**src/rtl/mips_pkg.sv**
```systemverilog
// ---------------------------------------------------------------------------
// mips_pkg
// Shared definitions for the memory port sequencer slice.
//   mps_state_e   : sequencer state encoding (also exported on state_out)
//   MEM_READ_LAT  : default memory read latency in cycles
//   CNT_W         : width of the read-latency wait counter
//   GNT_FETCH/DATA: bit positions in the arbiter's one-hot grant vector
//   word_align()  : byte address -> word address (low two bits cleared)
// ---------------------------------------------------------------------------
package mips_pkg;

  typedef enum logic [1:0] {
    ST_IDLE      = 2'd0,
    ST_READ_WAIT = 2'd1,
    ST_WRITE     = 2'd2,
    ST_DONE      = 2'd3
  } mps_state_e;

  localparam int MEM_READ_LAT = 2;
  localparam int CNT_W        = 3;

  localparam int GNT_FETCH = 0;
  localparam int GNT_DATA  = 1;

  function automatic logic [31:0] word_align(input logic [31:0] byte_addr);
    return byte_addr & 32'hFFFF_FFFC;
  endfunction

endpackage

```
**src/rtl/mem_port_sequencer_if.sv**
```systemverilog
// ---------------------------------------------------------------------------
// mem_port_sequencer_if
// Bundles the two requester handshakes and the memory bus of the sequencer.
//   Requester side : fetch_req/fetch_addr, data_req/data_wr/data_addr/
//                    data_wdata in; fetch_done/data_done/rdata_out back.
//   Memory side    : mem_addr/mem_wr/mem_wdata out; mem_rdata back.
// Modports:
//   slave  - the sequencer (consumes requests, drives the memory bus)
//   master - the environment (requesters plus memory)
// ---------------------------------------------------------------------------
interface mem_port_sequencer_if;

  logic        fetch_req;
  logic [31:0] fetch_addr;
  logic        data_req;
  logic        data_wr;
  logic [31:0] data_addr;
  logic [31:0] data_wdata;
  logic        fetch_done;
  logic        data_done;
  logic [31:0] rdata_out;
  logic [31:0] mem_addr;
  logic        mem_wr;
  logic [31:0] mem_wdata;
  logic [31:0] mem_rdata;

  modport slave (
    input  fetch_req, fetch_addr, data_req, data_wr, data_addr, data_wdata,
    input  mem_rdata,
    output fetch_done, data_done, rdata_out,
    output mem_addr, mem_wr, mem_wdata
  );

  modport master (
    output fetch_req, fetch_addr, data_req, data_wr, data_addr, data_wdata,
    output mem_rdata,
    input  fetch_done, data_done, rdata_out,
    input  mem_addr, mem_wr, mem_wdata
  );

endinterface

```
**src/rtl/mem_rr_arbiter.sv**
```systemverilog
// ---------------------------------------------------------------------------
// mem_rr_arbiter
// Two-requester round-robin arbiter with a one-hot grant.
//   Clk, Reset : clock, synchronous active-high reset
//   enable     : grant may only be issued while high (sequencer IDLE)
//   req_fetch  : fetch requester level
//   req_data   : data requester level
//   grant      : one-hot, bit GNT_FETCH / GNT_DATA; combinational
// On a tie the requester that was not granted last wins. The history
// register resets to "data", so fetch wins the first tie.
// ---------------------------------------------------------------------------
module mem_rr_arbiter
  import mips_pkg::*;
(
  input  logic       Clk,
  input  logic       Reset,
  input  logic       enable,
  input  logic       req_fetch,
  input  logic       req_data,
  output logic [1:0] grant
);

  logic last_data_reg;  // 1: data requester was granted most recently

  always_comb begin
    grant = 2'b00;
    if (enable) begin
      if (req_fetch && req_data) begin
        grant[GNT_FETCH] = last_data_reg;
        grant[GNT_DATA]  = ~last_data_reg;
      end else begin
        grant[GNT_FETCH] = req_fetch;
        grant[GNT_DATA]  = req_data;
      end
    end
  end

  always_ff @(posedge Clk) begin
    if (Reset) begin
      last_data_reg <= 1'b1;
    end else if (grant[GNT_DATA]) begin
      last_data_reg <= 1'b1;
    end else if (grant[GNT_FETCH]) begin
      last_data_reg <= 1'b0;
    end
  end

endmodule

```
**src/rtl/mem_port_sequencer.sv**
```systemverilog
// ---------------------------------------------------------------------------
// mem_port_sequencer
// Serialises instruction-fetch and data (load/store) requests onto a single
// memory port with fixed read latency READ_LAT (1..7).
//   Clk, Reset : clock, synchronous active-high reset
//   bus        : mem_port_sequencer_if.slave (requests, dones, memory bus)
//   busy       : high in every state except IDLE
//   state_out  : current state encoding (debug)
// Timing from grant cycle N: mem_addr valid from N+1; reads finish with the
// done pulse at N+READ_LAT+2, stores at N+2. One IDLE cycle always follows
// DONE, so a requester that drops req on its done is never re-granted.
// ---------------------------------------------------------------------------
module mem_port_sequencer
  import mips_pkg::*;
#(
  parameter int READ_LAT = MEM_READ_LAT
)
(
  input  logic                Clk,
  input  logic                Reset,
  mem_port_sequencer_if.slave bus,
  output logic                busy,
  output logic [1:0]          state_out
);

  if (READ_LAT < 1 || READ_LAT > 7) begin : g_bad_read_lat
    $error("mem_port_sequencer: READ_LAT must be within 1..7");
  end

  localparam logic [CNT_W-1:0] CNT_LOAD = CNT_W'(READ_LAT - 1);

  mps_state_e       state_reg;
  logic [CNT_W-1:0] cnt_reg;
  // First READ_WAIT cycle is the one in which mem_addr reaches the memory;
  // the latency count only starts running after it.
  logic             issue_reg;
  logic             op_fetch_reg;
  logic [31:0]      mem_addr_reg;
  logic [31:0]      mem_wdata_reg;
  logic [31:0]      rdata_reg;
  logic             mem_wr_reg;
  logic             fetch_done_reg;
  logic             data_done_reg;
  logic [1:0]       grant;

  mem_rr_arbiter u_arb (
    .Clk       (Clk),
    .Reset     (Reset),
    .enable    (state_reg == ST_IDLE),
    .req_fetch (bus.fetch_req),
    .req_data  (bus.data_req),
    .grant     (grant)
  );

  always_ff @(posedge Clk) begin
    if (Reset) begin
      state_reg      <= ST_IDLE;
      cnt_reg        <= '0;
      issue_reg      <= 1'b0;
      op_fetch_reg   <= 1'b0;
      mem_addr_reg   <= '0;
      mem_wdata_reg  <= '0;
      rdata_reg      <= '0;
      mem_wr_reg     <= 1'b0;
      fetch_done_reg <= 1'b0;
      data_done_reg  <= 1'b0;
    end else begin
      // Strobes are one-cycle unless explicitly re-asserted below.
      mem_wr_reg     <= 1'b0;
      fetch_done_reg <= 1'b0;
      data_done_reg  <= 1'b0;
      case (state_reg)
        ST_IDLE: begin
          if (grant[GNT_FETCH]) begin
            op_fetch_reg <= 1'b1;
            mem_addr_reg <= word_align(bus.fetch_addr);
            cnt_reg      <= CNT_LOAD;
            issue_reg    <= 1'b1;
            state_reg    <= ST_READ_WAIT;
          end else if (grant[GNT_DATA]) begin
            op_fetch_reg <= 1'b0;
            mem_addr_reg <= word_align(bus.data_addr);
            if (bus.data_wr) begin
              mem_wr_reg    <= 1'b1;
              mem_wdata_reg <= bus.data_wdata;
              state_reg     <= ST_WRITE;
            end else begin
              cnt_reg   <= CNT_LOAD;
              issue_reg <= 1'b1;
              state_reg <= ST_READ_WAIT;
            end
          end
        end
        ST_READ_WAIT: begin
          if (issue_reg) begin
            issue_reg <= 1'b0;
          end else if (cnt_reg == '0) begin
            rdata_reg      <= bus.mem_rdata;
            fetch_done_reg <= op_fetch_reg;
            data_done_reg  <= ~op_fetch_reg;
            state_reg      <= ST_DONE;
          end else begin
            cnt_reg <= cnt_reg - 1'b1;
          end
        end
        ST_WRITE: begin
          data_done_reg <= 1'b1;
          state_reg     <= ST_DONE;
        end
        ST_DONE: begin
          state_reg <= ST_IDLE;
        end
        default: begin
          state_reg <= ST_IDLE;
        end
      endcase
    end
  end

  assign bus.mem_addr   = mem_addr_reg;
  assign bus.mem_wr     = mem_wr_reg;
  assign bus.mem_wdata  = mem_wdata_reg;
  assign bus.rdata_out  = rdata_reg;
  assign bus.fetch_done = fetch_done_reg;
  assign bus.data_done  = data_done_reg;
  assign busy           = (state_reg != ST_IDLE);
  assign state_out      = state_reg;

endmodule

```
**src/flat_wrapper.sv**
```systemverilog
// flat-port wrapper written by rule: the top's interface ports become plain ports
module mem_port_sequencer_flat import mips_pkg::*;
#(
  parameter int READ_LAT = MEM_READ_LAT
)
  (Clk, Reset, busy, state_out, bus_fetch_req, bus_fetch_addr, bus_data_req, bus_data_wr, bus_data_addr, bus_data_wdata, bus_mem_rdata, bus_fetch_done, bus_data_done, bus_rdata_out, bus_mem_addr, bus_mem_wr, bus_mem_wdata);
  mem_port_sequencer_if bus_i ();
  input  logic Clk;
  input  logic Reset;
  output logic busy;
  output logic [1:0] state_out;
  input wire logic [$bits(bus_i.fetch_req)-1:0] bus_fetch_req;
  input wire logic [$bits(bus_i.fetch_addr)-1:0] bus_fetch_addr;
  input wire logic [$bits(bus_i.data_req)-1:0] bus_data_req;
  input wire logic [$bits(bus_i.data_wr)-1:0] bus_data_wr;
  input wire logic [$bits(bus_i.data_addr)-1:0] bus_data_addr;
  input wire logic [$bits(bus_i.data_wdata)-1:0] bus_data_wdata;
  input wire logic [$bits(bus_i.mem_rdata)-1:0] bus_mem_rdata;
  output wire logic [$bits(bus_i.fetch_done)-1:0] bus_fetch_done;
  output wire logic [$bits(bus_i.data_done)-1:0] bus_data_done;
  output wire logic [$bits(bus_i.rdata_out)-1:0] bus_rdata_out;
  output wire logic [$bits(bus_i.mem_addr)-1:0] bus_mem_addr;
  output wire logic [$bits(bus_i.mem_wr)-1:0] bus_mem_wr;
  output wire logic [$bits(bus_i.mem_wdata)-1:0] bus_mem_wdata;
  assign bus_i.fetch_req = bus_fetch_req;
  assign bus_i.fetch_addr = bus_fetch_addr;
  assign bus_i.data_req = bus_data_req;
  assign bus_i.data_wr = bus_data_wr;
  assign bus_i.data_addr = bus_data_addr;
  assign bus_i.data_wdata = bus_data_wdata;
  assign bus_i.mem_rdata = bus_mem_rdata;
  assign bus_fetch_done = bus_i.fetch_done;
  assign bus_data_done = bus_i.data_done;
  assign bus_rdata_out = bus_i.rdata_out;
  assign bus_mem_addr = bus_i.mem_addr;
  assign bus_mem_wr = bus_i.mem_wr;
  assign bus_mem_wdata = bus_i.mem_wdata;
  mem_port_sequencer #(.READ_LAT(READ_LAT)) u_core (.Clk(Clk), .Reset(Reset), .bus(bus_i), .busy(busy), .state_out(state_out));
endmodule
```
**config.mk**
```make
export PLATFORM = sky130hd
export DESIGN_NAME = mem_port_sequencer_flat
export DESIGN_NICKNAME = d
export VERILOG_FILES = /design/src/rtl/mips_pkg.sv /design/src/rtl/mem_port_sequencer_if.sv /design/src/rtl/mem_rr_arbiter.sv /design/src/rtl/mem_port_sequencer.sv /design/src/flat_wrapper.sv
export SDC_FILE = /design/constraint.sdc
export NUM_CORES = 1
export LEC_CHECK = 0
export ABC_AREA = 1
export CAP_MARGIN = 20
export CORE_MARGIN = 10
export CORE_UTILIZATION = 35
export CTS_CLUSTER_DIAMETER = 80
export DETAILED_ROUTE_END_ITERATION = 8
export DONT_BUFFER_PORTS = 1
export GPL_TIMING_DRIVEN = 0
export PLACE_DENSITY_LB_ADDON = 0.2
export SLEW_MARGIN = 0
export SYNTH_ARGS = -nofsm -noshare
export SYNTH_HDL_FRONTEND = slang
export SYNTH_SLANG_ARGS = --single-unit
```
**constraint.sdc**
```tcl
create_clock -name Clk -period 2 [get_ports Clk]
set_input_delay 0.4 -clock Clk [delete_from_list [all_inputs] [get_ports Clk]]
set_output_delay 0.4 -clock Clk [all_outputs]
set_load 0.01 [all_outputs]
```
==> impl_metrics.tcl <==
set metrics [dict create \
    yosys_warnings 0 \
    design_area_um2 4720 \
    initial_core_util_pct 36.2 \
    worst_slew_margin_rel_pct 60.7 \
    grt_pass1_wl_um 20500 \
    route.final.wire_length_um 13800 \
    antenna_found_initial 0 \
    clock_tree.buffer_depth 2 \
    grt.overflow.total 0 \
    post_synth_instance_area_um2 4180 \
    n_fill_cell 1209 \
    detailed_placement_wirelength_estimate_um 10800 \
    netSwitchingPower_mw 2.49 \
    row_count 39 \
    drt-wirelength-per-cell_um 18.8 \
    grt_setup_unrepaired "false" \
    setup_violations 0 \
    drtPass1Iterations 5 \
    cap_violations 0 \
    avgViaCountPerCell 5.22 \
    crit_type "flip-flop to flip-flop" \
    netlist_instances 573 \
    final_worst_path_period_need_ns 1.82 \
    die_area_um2 16700 \
    preCtsSetupSlack_ns -0.0822 \
    path_clk_slew_ns 0.07 \
    io-pin-count 235 \
    post_route_cells_drive_above_1_share_pct 6.59 \
    drc 0 \
    io_buf_count 0 \
    timing.critical_path.required_ns 2.21 \
    power.static_leakage_nw 2.01 \
    report.power.total_mw 6.69 \
    power.density_nw_per_um2 1420 \
    switching_share_pct 37.2 \
    htree_levels 3 \
    cts-buffers-inserted 9 \
    crit_path_max_fanout 10 \
    share_of_the_yosys_chip_area_belonging_to_registers_pct 50.3 \
    syn_avg_cell_area_um2 7.30 \
    core_um2 11600 \
    cts_root_buf "sky130_fd_sc_hd__clkbuf_16" \
    finalNetCount 725 \
    hold_class "primary input to flip-flop" \
    internal_power_mw 4.20 \
    place.detailed.instances 717 \
    synth.ff_latch_count 105 \
    placement.cell_area_um2 4360 \
    fin_crit_sh_pct 90.8 \
    worstMarginPinSlew_ns 0.590 \
    final_report_hold_violation_count 0 \
    tritoncts_clock_tree "done" \
    fp.dieW_um 129 \
    ir_drop_mv 0.585 \
    worstSetupEndpointType "flip-flop" \
    grt_max_degree 17 \
    share_seq_of_total_power_pct 46.4 \
    detail_route.iter0.violations 195 \
    skew_final_ns 0.00990 \
    status "finished clean" \
    layout_setup_ws_ns 0.183 \
    cts_hold_buf 0 \
    via_count 3834 \
    gpl.final_weighted_congestion 0.757 \
    diodes 0 \
    fp.dieH_um 129 \
    max_clock_freq_mhz 550 \
    drt.antenna.violating_nets 0 \
    count_of_different_cell_masters_after_synthesis 18 \
    synthesis_to_layout_area_growth_pct 12.9 \
    power.share.combinational_pct 26.0 \
    clock_latency_ns 0.35 \
    grt.total_usage_pct 15.5 \
    clock_sink_count 105 \
    power_frac_clock_pct 27.6 \
    timing_max_transition_violations_final 0 \
    start_kind "flip-flop" \
    critical_path_arrival_ns 2.02 \
    final_cell_count_no_fill 735 \
    grt_pass1_vias 3766 \
]
-- cells by family (layout without fill, tap and decap cells) --
| logic type | Yosys count | in the layout | share of synthesized area (%) |
|---|---|---|---|
| compound gates | 92 | 92 | 11.8 |
| fa+ha+maj | 5 | 5 | 1.50 |
| buf+inv | 74 | 92 | 7.15 |
| flops | 105 | 105 | 50.3 |
| other cells | 1 | 2 | 0.0897 |
| simple gates | 296 | 296 | 29.2 |
-- cell type report --
cell class | count | area, um2 | share of cell area [%]
clock buffers | 12 | 267 | 5.64
multi-input cells | 395 | 1790 | 38.0
plain buffers | 41 | 176 | 3.74
well taps | 143 | 179 | 3.79
inverters | 33 | 124 | 2.62
flip-flops and latches | 105 | 2100 | 44.6
clock inverters | 4 | 50.0 | 1.06
repair buffers | 2 | 27.5 | 0.583
-- final timing paths --
check	from	endpoint	slack, ns	depth (start not counted)
max	u_core.state_out[0]	u_core.bus.mem_wdata[28]	0.18	9
min	bus_mem_rdata[15]	u_core.bus.rdata_out[15]	0.19	2
max reg2reg	u_core.state_out[0]	u_core.bus.mem_wdata[28]	0.18	9
min reg2reg	u_core.cnt_reg[1]	u_core.cnt_reg[1]	0.48	2
-- repair_timing --
action	in CTS	in global routing
cloned	0	0
gates resized for setup	2	4
setup endpoints to repair	62	90
endpoints found under the hold margin	0	0
setup buffers	2	0
-- per-layer routing --
layer / GRT usage [%] / vias to the layer above / routed length [um] / share of wire (%)
met5: 0 / - / 0 / 0
met4: 6.42 / 0 / 225 / 1.6
met3: 7.75 / 15 / 1890 / 14
met2: 25.7 / 176 / 6590 / 48
met1: 16.6 / 1759 / 5080 / 37
li1: - / 1884 / - / -
-- layout by cell type, fill, tap and decap left out, drive strengths merged, types with 5 or more instances in the layout --
| master | n |
|---|---|
| dfxtp | 105 |
| a21oi | 39 |
| clkbuf | 37 |
| buf | 18 |
| ha | 5 |
| nand3 | 85 |
| inv | 33 |
| nor2 | 78 |
| nand2 | 132 |
| a31oi | 16 |
| o21ai | 36 |
-- power groups by stage --
stage | Clock [mW] | Combinational, mW | Sequential, mW
after floorplan | 0 | 1.32 | 2.99
after global placement | 0 | 1.64 | 3.15
after detailed placement | 0 | 1.70 | 3.15
after CTS | 1.91 | 1.74 | 3.12
after global routing | 1.99 | 2.03 | 3.17
final | 1.85 | 1.74 | 3.10
-- critical path, cell delays in order, from the launching register on --
cell and delay (ns):
sky130_fd_sc_hd__dfxtp_2 0.36, sky130_fd_sc_hd__inv_1 0.09, sky130_fd_sc_hd__ha_1 0.29, sky130_fd_sc_hd__nand2_2 0.15, sky130_fd_sc_hd__a21oi_4 0.16, sky130_fd_sc_hd__buf_12 0.13
sky130_fd_sc_hd__nand2_1 0.13, sky130_fd_sc_hd__buf_2 0.24, sky130_fd_sc_hd__nand2_1 0.08, sky130_fd_sc_hd__a21oi_1 0.06
-- synthesized netlist by cell type --
library cell,count,area (um2)
sky130_fd_sc_hd__a21oi_1,38,190
sky130_fd_sc_hd__a21oi_4,1,16.3
sky130_fd_sc_hd__a31oi_1,16,100
sky130_fd_sc_hd__buf_1,3,11.3
sky130_fd_sc_hd__buf_2,11,55.1
sky130_fd_sc_hd__buf_4,2,15.0
sky130_fd_sc_hd__clkbuf_1,25,93.8
sky130_fd_sc_hd__conb_1,1,3.75
sky130_fd_sc_hd__dfxtp_1,105,2100
sky130_fd_sc_hd__ha_1,5,62.6
sky130_fd_sc_hd__inv_1,32,120
sky130_fd_sc_hd__inv_2,1,3.75
sky130_fd_sc_hd__nand2_1,132,495
sky130_fd_sc_hd__nand3_1,85,425
sky130_fd_sc_hd__nor2_1,78,293
sky130_fd_sc_hd__o21a_1,1,7.51
sky130_fd_sc_hd__o21ai_0,36,180
sky130_fd_sc_hd__or2_2,1,6.26
-- per-stage QoR --
step                TNS, ns  hold slack (ns)  utilization, %
finish                    0            0.186            40.8
global route              0            0.182            40.8
CTS                       0            0.172            40.7
detailed placement    -2.23            0.475            37.7
global placement    -0.0161            0.465            37.7
floorplan                 0            0.438               -
Note: power is estimated with default switching activity, not from simulation.
